<file path="config.mk">
export PLATFORM = sky130hd
export DESIGN_NAME = acumulador_ventana
export DESIGN_NICKNAME = d
export VERILOG_FILES = /design/src/rtl/acumulador_ventana_pkg.sv /design/src/rtl/acumulador_ventana_contador.sv /design/src/rtl/acumulador_ventana.sv
export SDC_FILE = /design/constraint.sdc
export NUM_CORES = 1
export LEC_CHECK = 0
export BUFFER_PORTS_ARGS = -buffer_cell sky130_fd_sc_hd__buf_2
export CAP_MARGIN = 25
export CORE_AREA = 8 8 45 47
export DETAILED_ROUTE_END_ITERATION = 8
export DIE_AREA = 0 0 53 55
export GPL_ROUTABILITY_DRIVEN = 0
export PLACE_DENSITY = 0.71
export SLEW_MARGIN = 10
export SYNTH_ARGS = -nofsm -noshare
export SYNTH_HDL_FRONTEND = slang
export SYNTH_SLANG_ARGS = --single-unit
</file>
<file path="constraint.sdc">
create_clock -name clock -period 1.85 [get_ports clock]
set_clock_uncertainty 0.2 [all_clocks]
set_input_delay 0 -clock clock [delete_from_list [all_inputs] [get_ports clock]]
set_output_delay 0 -clock clock [all_outputs]
set_load 0.05 [all_outputs]
</file>
<file path="src/rtl/acumulador_ventana_pkg.sv">
// Shared definitions for the windowed accumulator: mode encodings and the
// window-counter width rule.
package acumulador_ventana_pkg;

    localparam logic MODE_WRAP = 1'b0;
    localparam logic MODE_SAT  = 1'b1;

    // A free-running accumulator (window 0) still exposes a 1-bit count port.
    function automatic int cnt_width(input int window);
        if (window == 0) begin
            return 1;
        end
        return $clog2(window + 1);
    endfunction

endpackage

</file>
<file path="src/rtl/acumulador_ventana_contador.sv">
// Window sample counter: tracks accepted samples and flags the terminal one.
module contador_ventana
    import acumulador_ventana_pkg::*;
#(
    parameter int WINDOW = 0,
    parameter int CNT_W  = cnt_width(WINDOW)
) (
    input  logic             clock,
    input  logic             i_rst_n,
    input  logic             clear,
    input  logic             inc,
    output logic [CNT_W-1:0] count,
    output logic             term
);

    localparam logic [CNT_W-1:0] LAST   = CNT_W'(WINDOW - 1);
    localparam logic             WIN_EN = (WINDOW != 0);

    logic [CNT_W-1:0] count_q;

    // term is combinational so the top can latch the total on the same edge
    assign term  = WIN_EN && inc && !clear && (count_q == LAST);
    assign count = count_q;

    always_ff @(posedge clock or negedge i_rst_n) begin
        if (!i_rst_n) begin
            count_q <= '0;
        end else if (clear || term) begin
            count_q <= '0;
        end else if (inc && WIN_EN) begin
            count_q <= count_q + 1'b1;
        end
    end

endmodule

</file>
<file path="src/rtl/acumulador_ventana.sv">
// Unsigned sample accumulator with wrap/saturate modes, carry flags and an
// optional fixed-length window that latches the total and restarts.
module acumulador_ventana
    import acumulador_ventana_pkg::*;
#(
    parameter int DATA_W      = 4,
    parameter int ACC_W       = 6,
    parameter int WINDOW      = 0,
    parameter int SAT_DEFAULT = 0
) (
    input  logic                         clock,
    input  logic                         i_rst_n,
    input  logic [DATA_W-1:0]            i_entrada,
    input  logic                         i_valid,
    input  logic                         i_clear,
    input  logic                         i_sat_en,
    output logic [ACC_W-1:0]             o_data,
    output logic                         o_overflow,
    output logic                         o_ovf_sticky,
    output logic [ACC_W-1:0]             o_result,
    output logic                         o_done,
    output logic [cnt_width(WINDOW)-1:0] o_count
);

    localparam int CNT_W = cnt_width(WINDOW);
    localparam int SUM_W = ACC_W + 1;

    generate
        if (DATA_W < 1 || ACC_W < DATA_W || WINDOW < 0 || SAT_DEFAULT < 0 || SAT_DEFAULT > 1) begin : g_bad_params
            $error("acumulador_ventana: illegal parameter combination");
        end
    endgenerate

    logic [ACC_W-1:0] acc_q;
    logic [ACC_W-1:0] result_q;
    logic             ovf_q;
    logic             sticky_q;
    logic             done_q;

    logic [SUM_W-1:0] sum;
    logic             carry;
    logic [ACC_W-1:0] acc_next;
    logic             accept;
    logic             term;

    assign sum      = {1'b0, acc_q} + SUM_W'(i_entrada);
    assign carry    = sum[ACC_W];
    assign acc_next = ((i_sat_en == MODE_SAT) && carry) ? '1 : sum[ACC_W-1:0];
    assign accept   = i_valid && !i_clear;

    contador_ventana #(
        .WINDOW (WINDOW),
        .CNT_W  (CNT_W)
    ) u_contador (
        .clock   (clock),
        .i_rst_n (i_rst_n),
        .clear   (i_clear),
        .inc     (accept),
        .count   (o_count),
        .term    (term)
    );

    always_ff @(posedge clock or negedge i_rst_n) begin
        if (!i_rst_n) begin
            acc_q    <= '0;
            result_q <= '0;
            ovf_q    <= 1'b0;
            sticky_q <= 1'b0;
            done_q   <= 1'b0;
        end else if (i_clear) begin
            acc_q    <= '0;
            ovf_q    <= 1'b0;
            sticky_q <= 1'b0;
            done_q   <= 1'b0;
        end else if (i_valid) begin
            ovf_q <= carry;
            if (term) begin
                // terminal sample: total goes out, running state restarts
                result_q <= acc_next;
                done_q   <= 1'b1;
                acc_q    <= '0;
                sticky_q <= 1'b0;
            end else begin
                acc_q    <= acc_next;
                sticky_q <= sticky_q | carry;
                done_q   <= 1'b0;
            end
        end else begin
            ovf_q  <= 1'b0;
            done_q <= 1'b0;
        end
    end

    assign o_data       = acc_q;
    assign o_overflow   = ovf_q;
    assign o_ovf_sticky = sticky_q;
    assign o_result     = result_q;
    assign o_done       = done_q;

endmodule
</file>
==> results.toml <==
[global_routing]
antenna_found_initial = 0
grt_start_max_net_pins = 14
grt_overflow = 0
track_usage_pct = 9.802
first_global_vias = 528
grt_pass1_wl_um = 2139

[power_and_ir_drop]
pwr-share-comb_pct = 37.0
p_leak_nw = 0.3512
power_switching_mw = 0.2147
power_switching_share_pct = 39.07
power_density_nw_per_um2 = 741.7
irDropWorstVdd_uv = 284.1
clkPwrFrac_pct = 26.1
p_seq_share_pct = 36.9
p_total_mw = 0.5494
p_int_mw = 0.3348

[critical_path]
startpoint_type = "flop"
slowest_delay_ns = 0.42
worstPathArrival_ns = 1.72
crit_path_end_kind = "flop"
crit_chain = "ha_1 > nand3_1 > nand2_2 > nand4_4 > a311oi_2"
reg2regPathDepth = 5
worstSetupPathType = "flop to flop"
path_max_fanout = 5
critPathSlowestCell = "dfrtp_2"
required_ns = 1.81

[logic_synthesis]
synthCells = 56
yosysWarnings = 0
yosys_register_bits = 8
synth_top_area_share_pct = 37.38
syn_area_per_cell_um2 = 9.563
ys.flop_type = "dfrtp_1"
synth_cell_types = 21
synth_top_area_cell = "dfrtp_1"
synth_edf_count = 0
seq_area_frac_synth_pct = 37.38
ys_async_sr_fraction_pct = 100.0
synth_area_leaders = "dfrtp_1, buf_4, ha_1, a311oi_1, a21oi_1"
synth_area_um2 = 535.5

[sta]
period_share_pct = 95.18
max_freq_mhz = 567.9
rsz0062_at_grt = "false"
hold_viol_final = 0
min_period_ns = 1.761
drv_slew = 0
setup_viol = 0
holdWs_ns = 0.07468
fin_tns_setup_ns = 0

[drt]
drt_iter0_drc = 4
wl_per_cell_um = 13.74
drt_pass1_iterations = 3
remaining_drc_errors = 0
avgViaCountPerCell = 4.874
ant_nets = 0
vias = 463
routed_wl_um = 1305

[placed_design]
hpwl_um = 1013
dp_cells = 85
numPortBuffers = 16

[final_layout]
instances_no_fill = 95
layout_common_cells = "buf_2, conb_1, dlygate4sd3_1"
num-nets-final = 94
diodes = 0
post-route-util_pct = 53.53
final_common_cell = "buf_2"
syn2layout_area_growth_pct = 38.32
drive_gt1_share_pct = 39.24

[status]
status = "finished clean"

[cts]
cts_tree = "yes"
cts-buffers-inserted = 3
root_buffer = "clkbuf_4"
post_cts_buffers = 0
cts_max_level = 1
ctsLongestPathBuffers = 2
clk_latency_ns = 0.25
cts.clk_slew.worst_paths_ns = 0.06
cts_sinks = 8

[die]
die_h_um = 55
initial_core_util_pct = 38.70
dieArea_um2 = 2915
core_um2 = 1384
num_rows = 14
io_pins = 25
die_width_um = 53

[min_path]
whs_path_depth = 4
hp-class = "primary input to flop"

[job]
max_cap_violations = 0
## state kept, by name, indices dropped and copies added (netlist names)
| register | flops |
|---|---|
| o_data | 6 |
| o_overflow | 1 |
| o_ovf_sticky | 1 |
## area by class of cell
cell class	count	area, µm²
Fill cell	135	643.1
Sequential cell	8	205.2
Multi-Input combinational cell	41	334.1
Timing Repair Buffer	22	140.1
Tap cell	16	20.02
Inverter	4	15.01
Clock buffer	4	26.28
## through the flow
stage | cell area (µm²) | setup slack (ns)
finish | 740.7 | 0.08915
detailed placement | 611.8 | 0.06128
global placement | 611.8 | 0.1005
CTS | 698.2 | 0.04865
global route | 740.7 | 0.01699
floorplan | 579.3 | 0.008902
## worst paths after layout
| kind | slack, ns | from | to |
|---|---|---|---|
| setup / recovery | 0.09 | o_data[2] | o_data[0] |
| hold / removal | 0.07 | i_entrada[3] | o_data[3] |
| setup reg to reg | 0.09 | o_data[2] | o_data[0] |
| hold reg to reg | 0.32 | o_ovf_sticky | o_ovf_sticky |
| max in group asynchronous | 0.63 | i_rst_n | o_data[3] |
| min in group asynchronous | 0.53 | i_rst_n | o_data[2] |
## timing repair
action | CTS | global route
setup endpoints to repair | 0 | 3
hold buffers | 6 | 0
endpoints found under the hold margin | 16 | 0
gates resized for setup | 0 | 6
## power groups by stage
stage | clock network, mW | logic [mW] | registers, mW
after global placement | 0 | 0.174 | 0.203
after detailed placement | 0 | 0.179 | 0.204
final | 0.144 | 0.203 | 0.203
after global routing | 0.160 | 0.219 | 0.205
after CTS | 0.148 | 0.189 | 0.201
after floorplan | 0 | 0.113 | 0.240
## kinds of logic after synthesis
| family | share of synthesized area, % |
|---|---|
| other | 0.7003 |
| adders and majority gates | 13.08 |
| and+or+nand+nor | 11.68 |
| DFF | 37.38 |
| AOI/OAI and AO/OA | 18.46 |
| buffers and inverters | 15.42 |
| xor gates and xnor gates | 3.272 |
## cells in the mapped netlist, drive strengths merged (2+ instances only)
library cell and number:
nor2 5, a21oi 4, buf 9, a311oi 5, xnor2 2, ha 4
o21bai 2, nand2 3, inv 4, nand4 3, dfrtp 8
## worst max-delay path: cells and delay by family (launching register included)
kind                     cells  cell delay [ns]
adder cells (fa/ha/maj)      1             0.37
AO/OA/AOI/OAI                1             0.29
AND/OR/NAND/NOR              3             0.39
flip-flops                   1             0.42
## layer usage
metal  up-vias  part of all wire (%)  track usage (%)
met4         0                     0            7.759
li1        227                     -                -
met2        14                    53            16.60
met1       222                    42            10.71
met5         -                     0                0
met3         0                   4.7            1.604
No activity file was read; power rests on OpenSTA's default activity.
